===== src/rtl/btn_op_select.sv =====
// Basys3 button front end: synchronizes and debounces four push-buttons, then latches
// a one-hot ALU operation that toggles, switches by priority, or clears.

module btn_op_select_lane #(
    parameter int DEBOUNCE_CYCLES = 1_000_000,
    parameter int SYNC_STAGES     = 2
) (
    input  logic clk_i,
    input  logic rst_i,
    input  logic btnRaw,
    output logic stable,
    output logic press
);
    localparam int CNT_W = (DEBOUNCE_CYCLES > 1) ? $clog2(DEBOUNCE_CYCLES) : 1;
    localparam logic [CNT_W-1:0] CNT_MAX = CNT_W'(DEBOUNCE_CYCLES - 1);

    logic [SYNC_STAGES-1:0] syncChain;
    logic [CNT_W-1:0]       count;
    logic                   prevStable;
    logic                   synced;

    assign synced = syncChain[SYNC_STAGES-1];
    assign press  = stable & ~prevStable;

    always_ff @(posedge clk_i or posedge rst_i) begin
        if (rst_i) begin
            syncChain  <= '0;
            count      <= '0;
            stable     <= 1'b0;
            prevStable <= 1'b0;
        end else begin
            syncChain  <= {syncChain[SYNC_STAGES-2:0], btnRaw};
            prevStable <= stable;
            // Any sample matching the accepted level restarts the stability window.
            if (synced == stable) begin
                count <= '0;
            end else if (count == CNT_MAX) begin
                stable <= synced;
                count  <= '0;
            end else begin
                count <= count + CNT_W'(1);
            end
        end
    end
endmodule

module btn_op_select #(
    parameter int DEBOUNCE_CYCLES = 1_000_000,
    parameter int SYNC_STAGES     = 2
) (
    input  logic       clk_i,
    input  logic       rst_i,
    input  logic [3:0] btn_i,
    input  logic       clear_i,
    output logic [3:0] operation_o,
    output logic       op_changed_o,
    output logic [3:0] btn_stable_o
);
    localparam int NUM_BTN = 4;

    logic [NUM_BTN-1:0] btnStable;
    logic [NUM_BTN-1:0] press;
    logic [NUM_BTN-1:0] opState;
    logic [NUM_BTN-1:0] opNext;
    logic [NUM_BTN-1:0] cand;
    logic               opChanged;

    for (genvar g = 0; g < NUM_BTN; g++) begin : gLane
        btn_op_select_lane #(
            .DEBOUNCE_CYCLES(DEBOUNCE_CYCLES),
            .SYNC_STAGES    (SYNC_STAGES)
        ) uLane (
            .clk_i (clk_i),
            .rst_i (rst_i),
            .btnRaw(btn_i[g]),
            .stable(btnStable[g]),
            .press (press[g])
        );
    end

    // State register: the selected operation is the state.
    always_ff @(posedge clk_i or posedge rst_i) begin
        if (rst_i) begin
            opState   <= '0;
            opChanged <= 1'b0;
        end else begin
            opState   <= opNext;
            opChanged <= (opNext != opState);
        end
    end

    // Presses other than the current selection win; lowest bit index has priority.
    always_comb begin
        opNext = opState;
        cand   = press & ~opState;
        if (clear_i) begin
            opNext = '0;
        end else if (cand != '0) begin
            opNext = cand & (~cand + NUM_BTN'(1));
        end else if (press != '0) begin
            opNext = '0;
        end
    end

    always_comb begin
        operation_o  = opState;
        op_changed_o = opChanged;
        btn_stable_o = btnStable;
    end
endmodule


===== config.mk =====
export PLATFORM = sky130hd
export DESIGN_NAME = btn_op_select
export DESIGN_NICKNAME = d
export VERILOG_FILES = /design/src/rtl/btn_op_select.sv
export SDC_FILE = /design/constraint.sdc
export NUM_CORES = 1
export LEC_CHECK = 0
export CAP_MARGIN = 25
export CORE_MARGIN = 2
export CORE_UTILIZATION = 40
export CTS_BUF_LIST = sky130_fd_sc_hd__clkbuf_2
export CTS_CLUSTER_DIAMETER = 100
export DETAILED_ROUTE_END_ITERATION = 10
export HOLD_SLACK_MARGIN = 0.12
export SYNTH_ARGS = -nofsm -noshare
export SYNTH_HDL_FRONTEND = slang
export SYNTH_SLANG_ARGS = --single-unit

===== constraint.sdc =====
create_clock -name clk_i -period 3.4 [get_ports clk_i]
set_input_delay 0.68 -clock clk_i [delete_from_list [all_inputs] [get_ports clk_i]]
set_output_delay 0.68 -clock clk_i [all_outputs]
set_load 0.03 [all_outputs]

==> results of run 1 <==
[kinds of logic (layout without fill, tap and decap cells)]
group,count (synthesis),in the layout,synth area share
xor+xnor,52,52,0.09430
fa+ha+maj,4,4,0.01036
buf+inv,30,48,0.02720
other cells,0,1,0
simple gates,232,232,0.2624
flops,101,101,0.5233
compound gates,57,57,0.07306
mux,4,4,0.009326
[placed cells by master, fill, tap and decap left out, types with 13 or more instances in the layout]
| cell type | n |
|---|---|
| a21oi_1 | 26 |
| clkdlybuf4s50_1 | 15 |
| dfrtp_1 | 101 |
| inv_1 | 13 |
| nand2_1 | 26 |
| nand3_1 | 26 |
| nand4_1 | 21 |
| nor2_1 | 66 |
| nor3_1 | 14 |
| xnor2_1 | 27 |
| xor2_1 | 25 |
[worst max-delay path by stage]
stage	slack, ps	depth (start not counted)	endpoint	from
CTS	830	1	operation_o[3]	operation_o[3]$_DFF_PP0_
detailed placement	1250	4	gLane[2].uLane.count[3]$_DFF_PP0_	gLane[2].uLane.count[16]$_DFF_PP0_
finish	910	1	operation_o[3]	operation_o[3]$_DFF_PP0_
global placement	1340	6	gLane[1].uLane.count[12]$_DFF_PP0_	gLane[1].uLane.count[0]$_DFF_PP0_
global route	790	1	btn_stable_o[2]	gLane[2].uLane.stable$_DFFE_PP0P_
floorplan	70	1	gLane[0].uLane.count[0]$_DFF_PP0_	rst_i
[layout make-up]
| cell class | count | area, um2 | share of cell area |
|---|---|---|---|
| Multi-Input combinational cell | 349 | 2181 | 0.4177 |
| Sequential cell | 101 | 2527 | 0.4841 |
| Antenna cell | 1 | 2.502 | 0.0004793 |
| Tap cell | 147 | 183.9 | 0.03523 |
| Timing Repair Buffer | 18 | 185.2 | 0.03547 |
| Clock inverter | 7 | 41.29 | 0.007908 |
| Inverter | 14 | 55.05 | 0.01054 |
| Clock buffer | 9 | 45.04 | 0.008627 |
[cell usage after synthesis (all sizes together) (2+ instances only)]
| library cell | n |
|---|---|
| dfrtp | 101 |
| nor2 | 66 |
| a21oi | 27 |
| nand3 | 27 |
| xnor2 | 27 |
| nand2 | 26 |
| xor2 | 25 |
| nand4 | 22 |
| inv | 14 |
| nor3 | 14 |
| o31ai | 14 |
| nor4 | 12 |
| o21ai | 12 |
| or3 | 12 |
| or4 | 12 |
| and4 | 9 |
| clkbuf | 9 |
| and3 | 7 |
| buf | 7 |
| nor4b | 5 |
| ha | 4 |
| mux2 | 4 |
| nand4b | 4 |
| and2 | 3 |
| nor2b | 3 |
| or4b | 3 |
| nand2b | 2 |
| nor3b | 2 |
| or2 | 2 |
[power by group through the flow]
stage	combinational, mW	sequential (mW)	clock, mW
2_1_floorplan	0.0535	1.25	0
3_3_place_gp	0.0788	1.26	0
3_5_place_dp	0.0806	1.26	0
4_1_cts	0.0808	1.24	0.535
5_1_grt	0.0927	1.24	0.573
6_report	0.0768	1.24	0.496
[per-layer routing]
metal	wire length, um	vias to the layer above
met5	0	-
met4	138	0
li1	-	1749
met1	4348	1671
met2	4019	41
met3	266	13
[sequential cells by signal, summed over array words and instances (netlist names)]
register,flops
op_changed_o,1
gLane.uLane.prevStable,4
operation_o,4
gLane.uLane.syncChain,8
gLane.uLane.count,80
gLane.uLane.stable,4
[through the flow]
stage                     hold slack, ps  instances  instance area (um2)
after floorplan                    331.2        480                 4830
after global placement             333.3        629                 5132
after detailed placement           335.8        629                 5132
after CTS                          366.5        645                 5219
after global routing               400.7        646                 5221
final                              358.5        646                 5221
==> run metrics, run 1 <==
outcome finished clean; CP Capture Type output pin; initial DRC count between 100 and 150; Hold Crit Class flip-flop to flip-flop; Syn Inst Count 480; global-route wire length before repair around 16,000 um; CP Class flip-flop to output pin; Max Fclk 401.9 MHz; Mapped Nets 491; Rel. slew slack 0.4655; leak pwr between 2 and 2.5 nW; Sum Neg Setup Slack 0 ps; delay-heaviest family, CP buffers and inverters; end-of-flow core utilization 0.4383; met2 Use GR 0.2339; maximum number of pins on one net before global-route repair between 100 and 150; Max Cap Viol 0; Die Wd 113.9 um; RSZ-0062 raised after global routing false; Mean Syn Cell Area just over 10 um2; Crit Path Max Fanout 5; sequential power share 0.683; vias in the first global route 3,412; net switching power 0.4699 mW; layout cells sized above 1 0.07831; CTS sink cnt 101; Worst path slowest cell clkdlybuf4s50_1; final worst-path cycle share 0.7318; Final setup viols 0; CTS Hold Bufs 0; Worst Path Required 2720 ps; CTS tree done; core area between 10,000 and 15,000 um2; Die Ht 113.9 um; number of synthesized flops with an enable pin 0; Starting Density 0.4055; Design Power around 1.8 mW; RePlAce Congestion 0.7935; #FFs+latches synth 101; startpoint types flip-flop; R2R setup slack 1260 ps; busiest layer in global routing met2; crit path cell chain clkdlybuf4s50_1; worst reg2reg path endpoint gLane[2].uLane.count[3]$_DFF_PP0_; CTS max path bufs 2; Switching Share 0.2598; worst r2r src gLane[2].uLane.count[16]$_DFF_PP0_; post-route setup slack 912.0 ps; pre-CTS setup slack approximately 1200 ps; final WL 8773 um; Hold Vio Cnt, Final 0; met3 Use GR 0.03241; top cell type's share of synthesized area 0.5233; I/O Buffers 15; global router's overall resource usage 0.1511; synthesized area 4830 um2; Die Area 12,970 um2; Fill cells 1,175; P&R area growth vs syn 8.109%; Site Rows 40; Seq/Total Area, Yosys 0.5233; DP HPWL about 5900 um; PwrDens around 350 nW/um2; drt pass-1 iters 5; Worst Skew 28.18 ps; Reg2Reg Depth 4; Int Pwr 1.339 mW; via count between 3,000 and 4,000; Post-synth ARST share 1.000; CP bufs+invs 1; worst hold start gLane[1].uLane.syncChain[0]$_DFF_PP0_; Worst-Margin Slew ~800 ps; grt total ovfl 0; met1 usage 0.2100; power share of the clock group 0.274; Worst-Skew Late Latency 580 ps; Reg clk slew, reported paths 260 ps; Warnings, synthesis 0; initial antenna violation count 1; Slew Viols, Final 0; Vias/cell 5.378; crit path DAT 1810 ps; CTS H-tree depth 3; Period minus WS final 2488 ps; routed len/inst 13.58 um; Gates resized, CTS repair 0; worst hold stages 0; total CTS buffers 9; Routed Antenna Nets 0; Ports 16; Hold EP gLane[1].uLane.syncChain[1]$_DFF_PP0_; largest cells by area after synthesis dfrtp_1 52%, nor2_1 5.1%, xnor2_1 4.9%; DRC 0; peak supply drop 0.0001520 V; Root Driver clkbuf_2; synth unique cells 44; Post-CTS Setup Bufs 0; biggest area consumer among synthesized cells dfrtp_1; Crit path largest cell delay ~720 ps; Post-synth top flop dfrtp_1; Final nets 504; Comb power frac 0.042
Note: power is estimated with default switching activity, not from simulation.
==> inputs of run 2 (changes only) <==
==> constraint.sdc (replaced) <==
create_clock -name clk_i -period 2 [get_ports clk_i]
set_input_delay 0.4 -clock clk_i [delete_from_list [all_inputs] [get_ports clk_i]]
set_output_delay 0.4 -clock clk_i [all_outputs]
set_load 0.03 [all_outputs]
==> run 2 against run 1 <==
Clock power increased by 120%. Count of clock-buffer cells in the layout unchanged. Largest cell class unchanged. Register-to-register slack got worse by 1200 ps.
==> run metrics, run 2 (same netlist as run 1, synthesis figures left out) <==
final WL 9059 um (was 8773 um); global-route wire length before repair 16,260 um (was 15,920 um); initial DRC count 218 (was 143); Regs by FF count gLane.uLane.count (80), gLane.uLane.syncChain (8) (unchanged); PwrDens 616.4 nW/um2 (was 346.4 nW/um2); commonest non-fill, non-tap cell in the layout dfrtp_1 (unchanged); P&R area growth vs syn 12.62% (was 8.109%); DP HPWL 6099 um (was 5859 um); Sum Neg Setup Slack 0 ps (unchanged); ANT cells 0 (was 1); drt pass-1 iters 4 (was 5); Ports 16 (unchanged); routed len/inst 13.62 um (was 13.58 um); CTS tree done (unchanged); RSZ-0062 raised after global routing false (unchanged); grt total ovfl 0 (unchanged); Max Cap Viol 0 (unchanged); I/O Buffers 15 (unchanged); Worst-Skew Late Latency 600 ps (was 580 ps); Site Rows 40 (unchanged); leak pwr 2.216 nW (was 2.082 nW); fin area 5439 um2 (was 5221 um2); CTS H-tree depth 3 (unchanged); DRC 0 (unchanged); Final nets 524 (was 504); Die Ht 113.9 um (unchanged); CTS max path bufs 2 (unchanged); global router's overall resource usage 0.1554 (was 0.1511); worst reg2reg path endpoint gLane[0].uLane.count[18]$_DFF_PP0_ (was gLane[2].uLane.count[3]$_DFF_PP0_); Crit Path Max Fanout 19 (was 5); Vias/cell 5.347 (was 5.378); Most flops, register gLane.uLane.count (unchanged); Routed Antenna Nets 0 (unchanged); max FFs per register 80 (unchanged); CP Class flip-flop to flip-flop (was flip-flop to output pin); Period minus WS final 1900 ps; maximum number of pins on one net before global-route repair 102 (unchanged); Final setup viols 0 (unchanged); layout cells sized above 1 0.1255 (was 0.07831); most frequent cells in the layout 100 x dfrtp_1, 66 x nor2_1, 27 x xnor2_1 (was 101 x dfrtp_1, 66 x nor2_1, 27 x xnor2_1); routed wl met3 286 um (was 266 um); Root Driver clkbuf_2 (unchanged); Starting Density 0.4055 (unchanged); CP Capture Type flip-flop (was output pin); worst hold stages 1 (was 0); via count 3,556 (was 3,474); outcome finished clean (unchanged); crit path DAT 2410 ps (was 1810 ps); Worst Path Required 2510 ps (was 2720 ps); total CTS buffers 9 (unchanged); DRT met1 WL 4357 um (was 4348 um); final worst-path cycle share 0.9498; worst r2r src gLane[0].uLane.count[7]$_DFF_PP0_ (was gLane[2].uLane.count[16]$_DFF_PP0_); peak supply drop 0.0003360 V (was 0.0001520 V); CTS sink cnt 101 (unchanged); Reg2Reg Depth 5 (was 4); core area 11,910 um2 (unchanged); worst hold start btn_i[2] (was gLane[1].uLane.syncChain[0]$_DFF_PP0_); wire length on met2 4258 um (was 4019 um); Hold Vio Cnt, Final 0 (unchanged); RePlAce Congestion 0.8337 (was 0.7935); Die Area 12,970 um2 (unchanged); Worst-Margin Slew 745.4 ps (was 801.7 ps); Max Fclk approximately 530 MHz; Reg clk slew, reported paths 270 ps (was 260 ps); vias in the first global route 3,538 (was 3,412); initial antenna violation count 0 (was 1); Rel. slew slack 0.4963 (was 0.4655); Max Used Layer met4 (unchanged); Area after DPL 5259 um2 (was 5132 um2); Slew Viols, Final 0 (unchanged); Worst Skew 26.44 ps (was 28.18 ps); R2R setup slack 100 ps (was 1260 ps); Die Wd 113.9 um (unchanged); Hold Crit Class primary input to flip-flop (was flip-flop to flip-flop); Hold EP gLane[2].uLane.syncChain[0]$_DFF_PP0_ (was gLane[1].uLane.syncChain[1]$_DFF_PP0_); startpoint types flip-flop (unchanged)
==> run 2: repair_timing <==
item	4_1_cts	5_1_grt
setup endpoints to repair	9	11
buffers inserted	0	3
hold buffers	1	1
pin swaps	0	0
resized for setup	10	11
endpoints found under the hold margin	1	1
cloned	0	0
==> run 2: layer usage <==
metal  vias up  global-route usage
met5         -                   0
met4         0             0.04878
met3        15             0.04942
met2        35              0.2467
met1      1729              0.2042
li1       1777                   -
==> run 2: layout make-up <==
cell class	count	area (um2)
Fill cell	1162	6472
Sequential cell	101	2529
Multi-Input combinational cell	349	2192
Timing Repair Buffer	38	332.8
Tap cell	147	183.9
Clock inverter	7	100.1
Inverter	14	56.30
Clock buffer	9	45.04
==> run 2: worst max-delay path, stage by stage, from the launching register on <==
cell     delay (ps)
dfrtp_1         490
buf_4           150
or4b_1          580
o31ai_4         250
buf_4           260
a21oi_1          80
==> run 2: stage by stage <==
step	hold slack (ps)	worst slack [ps]	power (mW)	instances	utilization
4_1_cts	142.3	7.429	3.423	661	0.4537
6_report	229.2	100.3	3.352	665	0.4566
5_1_grt	150.5	0.6773	3.543	665	0.4566
3_5_place_dp	338.6	85.18	2.282	644	0.4415
3_3_place_gp	333.1	131.2	2.278	644	0.4415
2_1_floorplan	331.2	150.9	2.220	480	-
==> run 2: power breakdown <==
| part | internal, mW | switching (mW) | leakage [nW] | total (mW) |
|---|---|---|---|---|
| clock | 0.415 | 0.690 | 0.0743 | 1.10 |
| sequential | 2.07 | 0.0247 | 1.38 | 2.10 |
| combinational | 0.0545 | 0.0939 | 0.761 | 0.148 |
| total | 2.54 | 0.808 | 2.22 | 3.35 |
==> run 2: worst max-delay path by stage <==
stage	to	slack, ps	start	cells after the start
floorplan	gLane[2].uLane.count[10]$_DFF_PP0_	150	gLane[2].uLane.count[16]$_DFF_PP0_	5
global placement	gLane[0].uLane.count[17]$_DFF_PP0_	130	gLane[0].uLane.count[4]$_DFF_PP0_	4
detailed placement	gLane[0].uLane.count[17]$_DFF_PP0_	90	gLane[0].uLane.count[4]$_DFF_PP0_	4
global route	btn_stable_o[3]	0.7	gLane[3].uLane.stable$_DFFE_PP0P_	1
CTS	btn_stable_o[3]	7	gLane[3].uLane.stable$_DFFE_PP0P_	1
finish	gLane[0].uLane.count[18]$_DFF_PP0_	100	gLane[0].uLane.count[7]$_DFF_PP0_	5
